## src/rtl/multi_port_bus_access_unit_pkg.sv

```systemverilog
// Shared types for the multi-port bus access unit: FSM states, arbitration modes
// and an index-width helper.
package BusArbiterTypes;

    typedef enum logic [1:0] {
        IDLE   = 2'd0,
        SETUP  = 2'd1,
        ACCESS = 2'd2
    } BusState_t;

    localparam int unsigned PRIORITY_RR    = 0;
    localparam int unsigned PRIORITY_FIXED = 1;

    // Index width that stays at least one bit for a single-port build.
    function automatic int unsigned idx_width(input int unsigned n);
        return (n > 1) ? $clog2(n) : 1;
    endfunction

endpackage

```

## src/rtl/multi_port_bus_access_unit_arbiter.sv

```systemverilog
// Combinational requester picker: round-robin from a pointer, or fixed with port 0 highest.
// The pointer register is owned by the parent.
module round_robin_arbiter
    import BusArbiterTypes::*;
#(
    parameter int unsigned NumPorts     = 2,
    parameter int unsigned PriorityMode = PRIORITY_RR,
    localparam int unsigned IdxW        = idx_width(NumPorts)
) (
    input  logic [NumPorts-1:0] req_i,
    input  logic [IdxW-1:0]     ptr_i,
    output logic [NumPorts-1:0] grant_c_o,
    output logic [IdxW-1:0]     idx_c_o
);

    logic        found;
    int unsigned start_idx;

    // Scan all ports once, starting at the pointer and wrapping.
    always_comb begin
        grant_c_o = '0;
        idx_c_o   = '0;
        found     = 1'b0;
        start_idx = (PriorityMode == PRIORITY_FIXED) ? 0 : 32'(ptr_i);
        for (int unsigned i = 0; i < NumPorts; i++) begin
            int unsigned j;
            j = start_idx + i;
            if (j >= NumPorts) begin
                j = j - NumPorts;
            end
            if (!found && req_i[IdxW'(j)]) begin
                found                  = 1'b1;
                grant_c_o[IdxW'(j)]    = 1'b1;
                idx_c_o                = IdxW'(j);
            end
        end
    end

endmodule

```

## src/rtl/multi_port_bus_access_unit.sv

```systemverilog
// Arbitrates NumPorts requesters onto one APB-like master port with an optional
// per-transfer timeout that completes the transfer with an error.
module multi_port_bus_access_unit
    import BusArbiterTypes::*;
#(
    parameter int unsigned NumPorts      = 2,
    parameter int unsigned AddrWidth     = 32,
    parameter int unsigned DataWidth     = 32,
    parameter int unsigned PriorityMode  = PRIORITY_RR,
    parameter int unsigned TimeoutCycles = 256
) (
    input  logic                          clk,
    input  logic                          rst,
    input  logic [NumPorts-1:0]           reqValid,
    input  logic [NumPorts*AddrWidth-1:0] reqAddr,
    input  logic [NumPorts-1:0]           reqWrite,
    input  logic [NumPorts*DataWidth-1:0] reqWdata,
    output logic [NumPorts-1:0]           reqReady,
    output logic [NumPorts-1:0]           respValid,
    output logic                          respError,
    output logic [DataWidth-1:0]          respData,
    output logic [AddrWidth-1:0]          addr,
    output logic                          select,
    output logic                          enable,
    output logic                          write,
    output logic [DataWidth-1:0]          wdata,
    input  logic [DataWidth-1:0]          rdata,
    input  logic                          ready
);

    localparam int unsigned IdxW      = idx_width(NumPorts);
    localparam int unsigned CntW      = (TimeoutCycles > 0) ? $clog2(TimeoutCycles + 1) : 1;
    localparam bit          TimeoutEn = (TimeoutCycles != 0);
    localparam logic [CntW-1:0]     CntLast = CntW'((TimeoutCycles > 0) ? TimeoutCycles - 1 : 0);
    localparam logic [IdxW-1:0]     LastIdx = IdxW'(NumPorts - 1);
    localparam logic [NumPorts-1:0] OneLsb  = NumPorts'(1);

    BusState_t              state_q;
    logic [IdxW-1:0]        ptr_q;
    logic [IdxW-1:0]        sel_q;
    logic [CntW-1:0]        cnt_q;
    logic [AddrWidth-1:0]   addr_q;
    logic                   write_q;
    logic [DataWidth-1:0]   wdata_q;
    logic                   select_q;
    logic                   enable_q;
    logic [NumPorts-1:0]    resp_valid_q;
    logic                   resp_error_q;
    logic [DataWidth-1:0]   resp_data_q;

    logic [NumPorts-1:0]    grant_c;
    logic [IdxW-1:0]        win_idx_c;
    logic [AddrWidth-1:0]   win_addr_c;
    logic                   win_write_c;
    logic [DataWidth-1:0]   win_wdata_c;
    logic [IdxW-1:0]        next_ptr_c;

    round_robin_arbiter #(
        .NumPorts     (NumPorts),
        .PriorityMode (PriorityMode)
    ) u_arbiter (
        .req_i     (reqValid),
        .ptr_i     (ptr_q),
        .grant_c_o (grant_c),
        .idx_c_o   (win_idx_c)
    );

    // Mux out the winning port's request fields.
    always_comb begin
        win_addr_c  = '0;
        win_write_c = 1'b0;
        win_wdata_c = '0;
        for (int unsigned i = 0; i < NumPorts; i++) begin
            if (win_idx_c == IdxW'(i)) begin
                win_addr_c  = reqAddr[i*AddrWidth +: AddrWidth];
                win_write_c = reqWrite[i];
                win_wdata_c = reqWdata[i*DataWidth +: DataWidth];
            end
        end
        next_ptr_c = (win_idx_c == LastIdx) ? '0 : win_idx_c + IdxW'(1);
    end

    assign reqReady = (rst && state_q == IDLE) ? grant_c : '0;

    always_ff @(posedge clk or negedge rst) begin
        if (!rst) begin
            state_q      <= IDLE;
            ptr_q        <= '0;
            sel_q        <= '0;
            cnt_q        <= '0;
            addr_q       <= '0;
            write_q      <= 1'b0;
            wdata_q      <= '0;
            select_q     <= 1'b0;
            enable_q     <= 1'b0;
            resp_valid_q <= '0;
            resp_error_q <= 1'b0;
            resp_data_q  <= '0;
        end else begin
            resp_valid_q <= '0;
            case (state_q)
                IDLE: begin
                    if (|reqValid) begin
                        addr_q   <= win_addr_c;
                        write_q  <= win_write_c;
                        wdata_q  <= win_wdata_c;
                        sel_q    <= win_idx_c;
                        cnt_q    <= '0;
                        select_q <= 1'b1;
                        state_q  <= SETUP;
                        if (PriorityMode == PRIORITY_RR) begin
                            ptr_q <= next_ptr_c;
                        end
                    end
                end
                SETUP: begin
                    enable_q <= 1'b1;
                    state_q  <= ACCESS;
                end
                ACCESS: begin
                    cnt_q <= cnt_q + CntW'(1);
                    // A ready in the last allowed cycle still completes without error.
                    if (ready) begin
                        resp_valid_q <= OneLsb << sel_q;
                        resp_error_q <= 1'b0;
                        resp_data_q  <= write_q ? '0 : rdata;
                        select_q     <= 1'b0;
                        enable_q     <= 1'b0;
                        state_q      <= IDLE;
                    end else if (TimeoutEn && cnt_q == CntLast) begin
                        resp_valid_q <= OneLsb << sel_q;
                        resp_error_q <= 1'b1;
                        resp_data_q  <= '0;
                        select_q     <= 1'b0;
                        enable_q     <= 1'b0;
                        state_q      <= IDLE;
                    end
                end
                default: state_q <= IDLE;
            endcase
        end
    end

    assign respValid = resp_valid_q;
    assign respError = resp_error_q;
    assign respData  = resp_data_q;
    assign addr      = addr_q;
    assign select    = select_q;
    assign enable    = enable_q;
    assign write     = write_q;
    assign wdata     = wdata_q;

endmodule

```

## config.mk

```make
export PLATFORM = sky130hd
export DESIGN_NAME = multi_port_bus_access_unit
export DESIGN_NICKNAME = d
export VERILOG_FILES = /design/src/rtl/multi_port_bus_access_unit_pkg.sv /design/src/rtl/multi_port_bus_access_unit_arbiter.sv /design/src/rtl/multi_port_bus_access_unit.sv
export SDC_FILE = /design/constraint.sdc
export NUM_CORES = 1
export LEC_CHECK = 0
export BUFFER_PORTS_ARGS = -buffer_cell sky130_fd_sc_hd__buf_4
export CAP_MARGIN = 10
export CORE_MARGIN = 2
export CORE_UTILIZATION = 40
export CTS_CLUSTER_DIAMETER = 150
export DETAILED_ROUTE_END_ITERATION = 10
export PLACE_DENSITY = 0.79
export REMOVE_ABC_BUFFERS = 1
export SYNTH_ARGS = -nofsm -noshare
export SYNTH_HDL_FRONTEND = slang
export SYNTH_SLANG_ARGS = --single-unit
```

## constraint.sdc

```tcl
create_clock -name clk -period 3.9 [get_ports clk]
set_clock_uncertainty 0.15 [all_clocks]
set_input_delay 0 -clock clk [delete_from_list [all_inputs] [get_ports clk]]
set_output_delay 0 -clock clk [all_outputs]
set_load 0.01 [all_outputs]
```

== Word-level counts from Yosys, hierarchy flattened ==
Index checks and enable logic that the tools add are counted.

* Output and inout port bits: 104
* Register bits: 115
* Input bits: 167
* Logic and storage cells: 85

* Order comparisons: 6
* Muxes and demuxes: 39
* Reduce and logical (&&, ||, !) cells: 16
* Bitwise logic cells: 1
* Shift operators: 1
* Eq/ne operators: 5
* $add $sub $neg: 5

{| class="wikitable"
|+ Operator list
! kind !! number
|-
| 32-bit 2-to-1 mux || 5
|-
| 1-bit 2-to-1 mux || 18
|-
| 2-bit 2-to-1 mux || 9
|-
| 9-bit case mux with 2 select lines || 1
|-
| 2-bit AND reduction || 5
|-
| 9-bit by 1-bit adder with 9-bit output, second input constant || 1
|-
| 9-bit by 8-bit equality test with 1-bit output, second input constant || 1
|-
| 9-bit 2-to-1 mux || 1
|-
| 2-bit case mux with 3 select lines || 1
|-
| 2-bit nonzero test || 3
|-
| 1-bit logical AND || 4
|-
| 1-bit by 2-bit < comparator with 1-bit output, second input constant || 2
|-
| 1-bit case mux with 2 select lines || 2
|-
| 3-bit inequality test, second input constant || 1
|-
| 3-bit AND reduction || 1
|-
| 1-bit by 1-bit adder with 2-bit output, second input constant || 1
|-
| 1-bit demux with 1-bit select || 2
|-
| 2-bit by 1-bit equality test with 1-bit output, second input constant || 1
|-
| 2-bit equality test, second input constant || 1
|-
| 1-bit greater-or-equal comparator, second input constant || 2
|-
| 1-bit by 2-bit greater-or-equal comparator with 1-bit output, second input constant || 1
|-
| 2-bit greater-or-equal comparator, second input constant || 1
|-
| 2-bit zero test || 1
|-
| 2-bit by 1-bit inequality test with 1-bit output, second input constant || 1
|-
| 6 further kinds || 7
|}

== Longest topological paths before layout ==
* Word-level depth: 10
* Mapped depth: 8
* Gate-level depth less buffers: 7

== Modules after synthesis ==
Synthesis repeated with hierarchy kept, for this count alone.

* Cells, all modules: 438
* Area, all modules: 5,377.7 um^2

{| class="wikitable"
|+ By module, submodules not included
! module !! sequential area each (um^2) !! instances !! cells an instance !! area each (um^2)
|-
| multi_port_bus_access_unit || 2,877.8 || 1 || 434 || 5,347.6
|-
| round_robin_arbiter || 0.0 || 1 || 4 || 30.0
|}

== Least setup slack after synthesis ==
Ideal clock, no wire load.

* Path type: flip-flop to flip-flop
* From: register cnt_q[0]
* To: register resp_data_q[24] (netlist: respData[24])
* Path buffers: 1
* Cell stages (with the launch flop): 8
* Slack: 2.025 ns
* Data required time: 3.616 ns
* Arrival: 1.590 ns
* Period minus slack after synthesis: 1.875 ns
* Library setup time: 0.134 ns
* Path through: dfrtp_1 ha_1 nand3_1 nor2_1 ha_1 o21ai_2 clkbuf_1 o21ai_0

* Word-level cells in the longest chain between the ends: 3

{| class="wikitable"
|+ Ends and longest elaborated chain
! what !! RTL line !! text
|-
| start, declared || multi_port_bus_access_unit.sv:41 || <nowiki>logic [CntW-1:0] cnt_q;</nowiki>
|-
| start signal, assigned || multi_port_bus_access_unit.sv:121 || <nowiki>cnt_q <= cnt_q + CntW'(1);</nowiki>
|-
| 9-bit by 8-bit equality test with 1-bit output || multi_port_bus_access_unit.sv:130 || <nowiki>end else if (TimeoutEn && cnt_q == CntLast) begin</nowiki>
|-
| 2-bit nonzero test (no source line) || -- ||
|-
| 2-bit AND reduction (no source line) || -- ||
|-
| end signal, assigned || multi_port_bus_access_unit.sv:126 || <nowiki>resp_data_q <= write_q ? '0 : rdata;</nowiki>
|-
| end, declared || multi_port_bus_access_unit.sv:49 || <nowiki>logic [DataWidth-1:0] resp_data_q;</nowiki>
|}

Every way passes these cells.
A chain may end at the register's enable or synchronous reset.

== Worst setup path in the final report ==
* From: register state_q[0]
* To: register addr_q[17] (netlist: addr[17])

* Word-level cells in the longest chain between the ends: 2

{| class="wikitable"
|+ Ends and longest elaborated chain
! what !! RTL line !! text
|-
| start, declared || multi_port_bus_access_unit.sv:38 || <nowiki>BusState_t state_q;</nowiki>
|-
| start signal, assigned || multi_port_bus_access_unit.sv:87 || <nowiki>state_q <= IDLE;</nowiki>
|-
| start signal, assigned || multi_port_bus_access_unit.sv:110 || <nowiki>state_q <= SETUP;</nowiki>
|-
| start signal, assigned || multi_port_bus_access_unit.sv:118 || <nowiki>state_q <= ACCESS;</nowiki>
|-
| 2-bit zero test || multi_port_bus_access_unit.sv:101 || <nowiki>case (state_q)</nowiki>
|-
| 2-bit AND reduction (no source line) || -- ||
|-
| end signal, assigned || multi_port_bus_access_unit.sv:104 || <nowiki>addr_q <= win_addr_c;</nowiki>
|-
| end, declared || multi_port_bus_access_unit.sv:42 || <nowiki>logic [AddrWidth-1:0] addr_q;</nowiki>
|}

Every way passes these cells.

==> results.toml <==
[route]
violation_count_after_the_first_detailed_route_iteration = 580
routed_wirelength_um = 19600
remaining_drc_errors = 0
route.detailed.vias_per_inst = 5.41
firstDrtPassIters = 5
total_vias_in_the_final_route = 5734
ant_nets = 0
post_drt_wl_per_cell_um = 18.5

[synthesis]
synth_seq_area_share = 0.566
synth_cells = 453
synth.ff_latch_count = 115
synth_edf_count = 0
syn-cell-area_mm2 = 0.00508
ys_async_sr_fraction = 1.00
ys.warnings.count = 0
syn-mean-instance-area_um2 = 11.2
ys.flop_type = "dfrtp_1"
synth_cell_types = 37

[hold_path]
timing.hold.worst.class = "primary input to async pin"

[global_route]
maximum_number_of_pins_on_one_net_before_global_route_repair = 69
vias_in_the_first_global_route = 5876
track_usage = 0.279
grt_antenna_before_repair = 0
grt_first_pass_wirelength_um = 29400
gr-total-overflow = 0

[die]
start_util = 0.406
die-width_um = 117
fp.dieArea_mm2 = 0.0136
die_y_um = 117
placement_rows = 41
core_region_area_mm2 = 0.0125
design.portCount = 271

[layout]
layout.cells.most_common = "buf_4"
filler_cell_count = 735
layout.cells.most_common_list = "buf_4, dlygate4sd3_1, dfrtp_1, o21ai_0"
post_route_cells_drive_above_1_share = 0.354
total_nets_final = 1043
final_cells = 1060
area.growth.synth_to_final_pct = 86.8

[timing]
setup_violations = 0
max_slew.worst_pin.slew_ps = 1120
grt_setup_unrepaired = "false"
finalSetupTns_ps = 0
timing.final.max_slew_violations = 0
timing.max_slew.rel_slack = 0.253
hold_violations = 0
clock.fmax_mhz = 322
fin_crit_ps = 3110
timing.final.crit_share = 0.797
fin_hold_ws_ps = 47.7

[pwr]
cellLeakagePower_nw = 4.54
worst_ir_drop_vdd_mv = 0.382
power.density_cell_area_mw_per_mm2 = 712
netSwitchingPower_mw = 2.24
p_seq_frac = 0.296
sw_frac_of_total = 0.331
internal_power_mw = 4.53
combPwrFrac = 0.473
p_clk_frac = 0.231

[worst_setup_path]
crit_path_start_kind = "flip-flop"
critical_path_peak_fanout = 29
critPathBufInv = 2
kind_of_cell_with_the_highest_combined_delay_on_the_critical_path = "simple AND/OR/NAND/NOR gates"
critical_path.cell_chain = "nor2_4, and3_2, buf_4, a221o_1, dlygate4sd3_1"
worst-endpoint-required_ps = 4090
critPathArrivalTime_ps = 3290
crit_path_max_incr_delay_ps = 730
worst_setup_ep_type = "flip-flop"
cpMaxStageDelayCell = "and3_2"
timing_worst_setup_path_type = "flip-flop to flip-flop"

[cts]
cts_resized = 0
cts_num_sinks = 115
clock-root-buffer = "clkbuf_16"
cts_hold_repair.buffers = 167
ctsHtreeMaxLevel = 4
tritoncts = "yes"
cts.path.max_buffers = 2
cts_buffers = 17
worst_skew_late_latency_ps = 400
clkTransAtPathRegs_ps = 50
cts_setup_buffers = 0

[placement]
numPlacedInstances = 856
place.detailed.hpwl_um = 11000
place_congestion = 0.846
port-buffer-count = 270

[flow_run]
cap_violations = 0

[status]
run_status = "finished clean"
[power by group through the flow]
stage / logic [mW] / registers [mW] / clock network (mW)
2_1_floorplan: 0.982 / 2.13 / 0
3_3_place_gp: 2.28 / 1.97 / 0
3_5_place_dp: 2.37 / 1.97 / 0
4_1_cts: 3.04 / 1.98 / 1.58
5_1_grt: 3.45 / 2.05 / 1.64
6_report: 3.20 / 2.00 / 1.56
[layout make-up]
cell class / count / area (um^2) / share of cell area
inverters: 5 / 18.8 / 0.00198
multi-input cells: 288 / 1980 / 0.208
flip-flops and latches: 115 / 2880 / 0.303
clock buffers: 22 / 454 / 0.0478
repair buffers: 447 / 3820 / 0.402
diodes: 1 / 2.50 / 0.000264
well taps: 172 / 215 / 0.0227
clock inverters: 10 / 133 / 0.0140
[worst register-to-register path, stage by stage, from the launching register on]
cell and delay (ps):
dfrtp_1 470, nor2_4 530, and3_2 730, buf_4 400
a221o_1 200, dlygate4sd3_1 560
[Yosys cell counts, types with 2 or more instances]
| library cell | number | area, um^2 |
|---|---|---|
| dfrtp_1 | 115 | 2880 |
| o21ai_0 | 71 | 355 |
| a21boi_0 | 65 | 488 |
| a221o_1 | 65 | 651 |
| nand2_1 | 40 | 150 |
| clkbuf_1 | 27 | 101 |
| buf_2 | 11 | 55.1 |
| nor2_1 | 8 | 30.0 |
| inv_1 | 5 | 18.8 |
| buf_6 | 4 | 45.0 |
| mux2i_1 | 4 | 40.0 |
| and3_1 | 3 | 18.8 |
| o211ai_1 | 3 | 22.5 |
| a21oi_1 | 2 | 10.0 |
| and2_1 | 2 | 12.5 |
| buf_4 | 2 | 15.0 |
| ha_1 | 2 | 25.0 |
| nand2b_1 | 2 | 12.5 |
| nand3_1 | 2 | 10.0 |
| nand4_1 | 2 | 12.5 |
| nor2b_1 | 2 | 12.5 |
[stage by stage]
stage | area (um^2) | power (mW) | utilization | setup WS (ps)
6_report | 9490 | 6.76 | 0.758 | 792
3_5_place_dp | 7160 | 4.34 | 0.572 | 1200
5_1_grt | 9490 | 7.13 | 0.758 | 623
2_1_floorplan | 4860 | 3.11 | - | 530
4_1_cts | 9420 | 6.59 | 0.752 | 641
3_3_place_gp | 7160 | 4.25 | 0.572 | 1280
[per-layer routing]
layer | GRT usage | vias up | wire length, um
met5 | 0 | - | 0
met4 | 0.124 | 0 | 556
met3 | 0.0716 | 49 | 1570
met2 | 0.474 | 331 | 9730
met1 | 0.335 | 2801 | 7780
li1 | - | 2553 | -
[worst paths after layout]
check,cells after the start,start,to,slack (ps)
worst max-delay path,5,state_q[0],addr[17],790
worst min-delay path,2,rst,respData[11],50
worst max register to register,5,state_q[0],addr[17],790
worst min register to register,1,sel_q,respValid[0],300
max in group asynchronous,3,rst,respData[4],2530
min in group clk,3,reqWdata[53],wdata[21],210
[logic make-up (layout without fill, tap and decap cells)]
logic type | Yosys count | after routing | share of synthesized area
other | 0 | 1 | 0
AND/OR/NAND/NOR | 66 | 66 | 0.0581
AO/OA/AOI/OAI | 215 | 215 | 0.314
flip-flops | 115 | 115 | 0.566
multiplexers | 4 | 4 | 0.00788
buffers and inverters | 50 | 484 | 0.0473
adder cells (fa/ha/maj) | 2 | 2 | 0.00492
XOR/XNOR | 1 | 1 | 0.00172
[registers in the layout (all words and copies together) (netlist names)]
signal / flops
ptr_q: 1
write: 1
select: 1
respError: 1
addr: 32
state_q: 2
respData: 32
respValid: 2
cnt_q: 9
sel_q: 1
enable: 1
wdata: 32
Power figures use the tool's default switching activity.
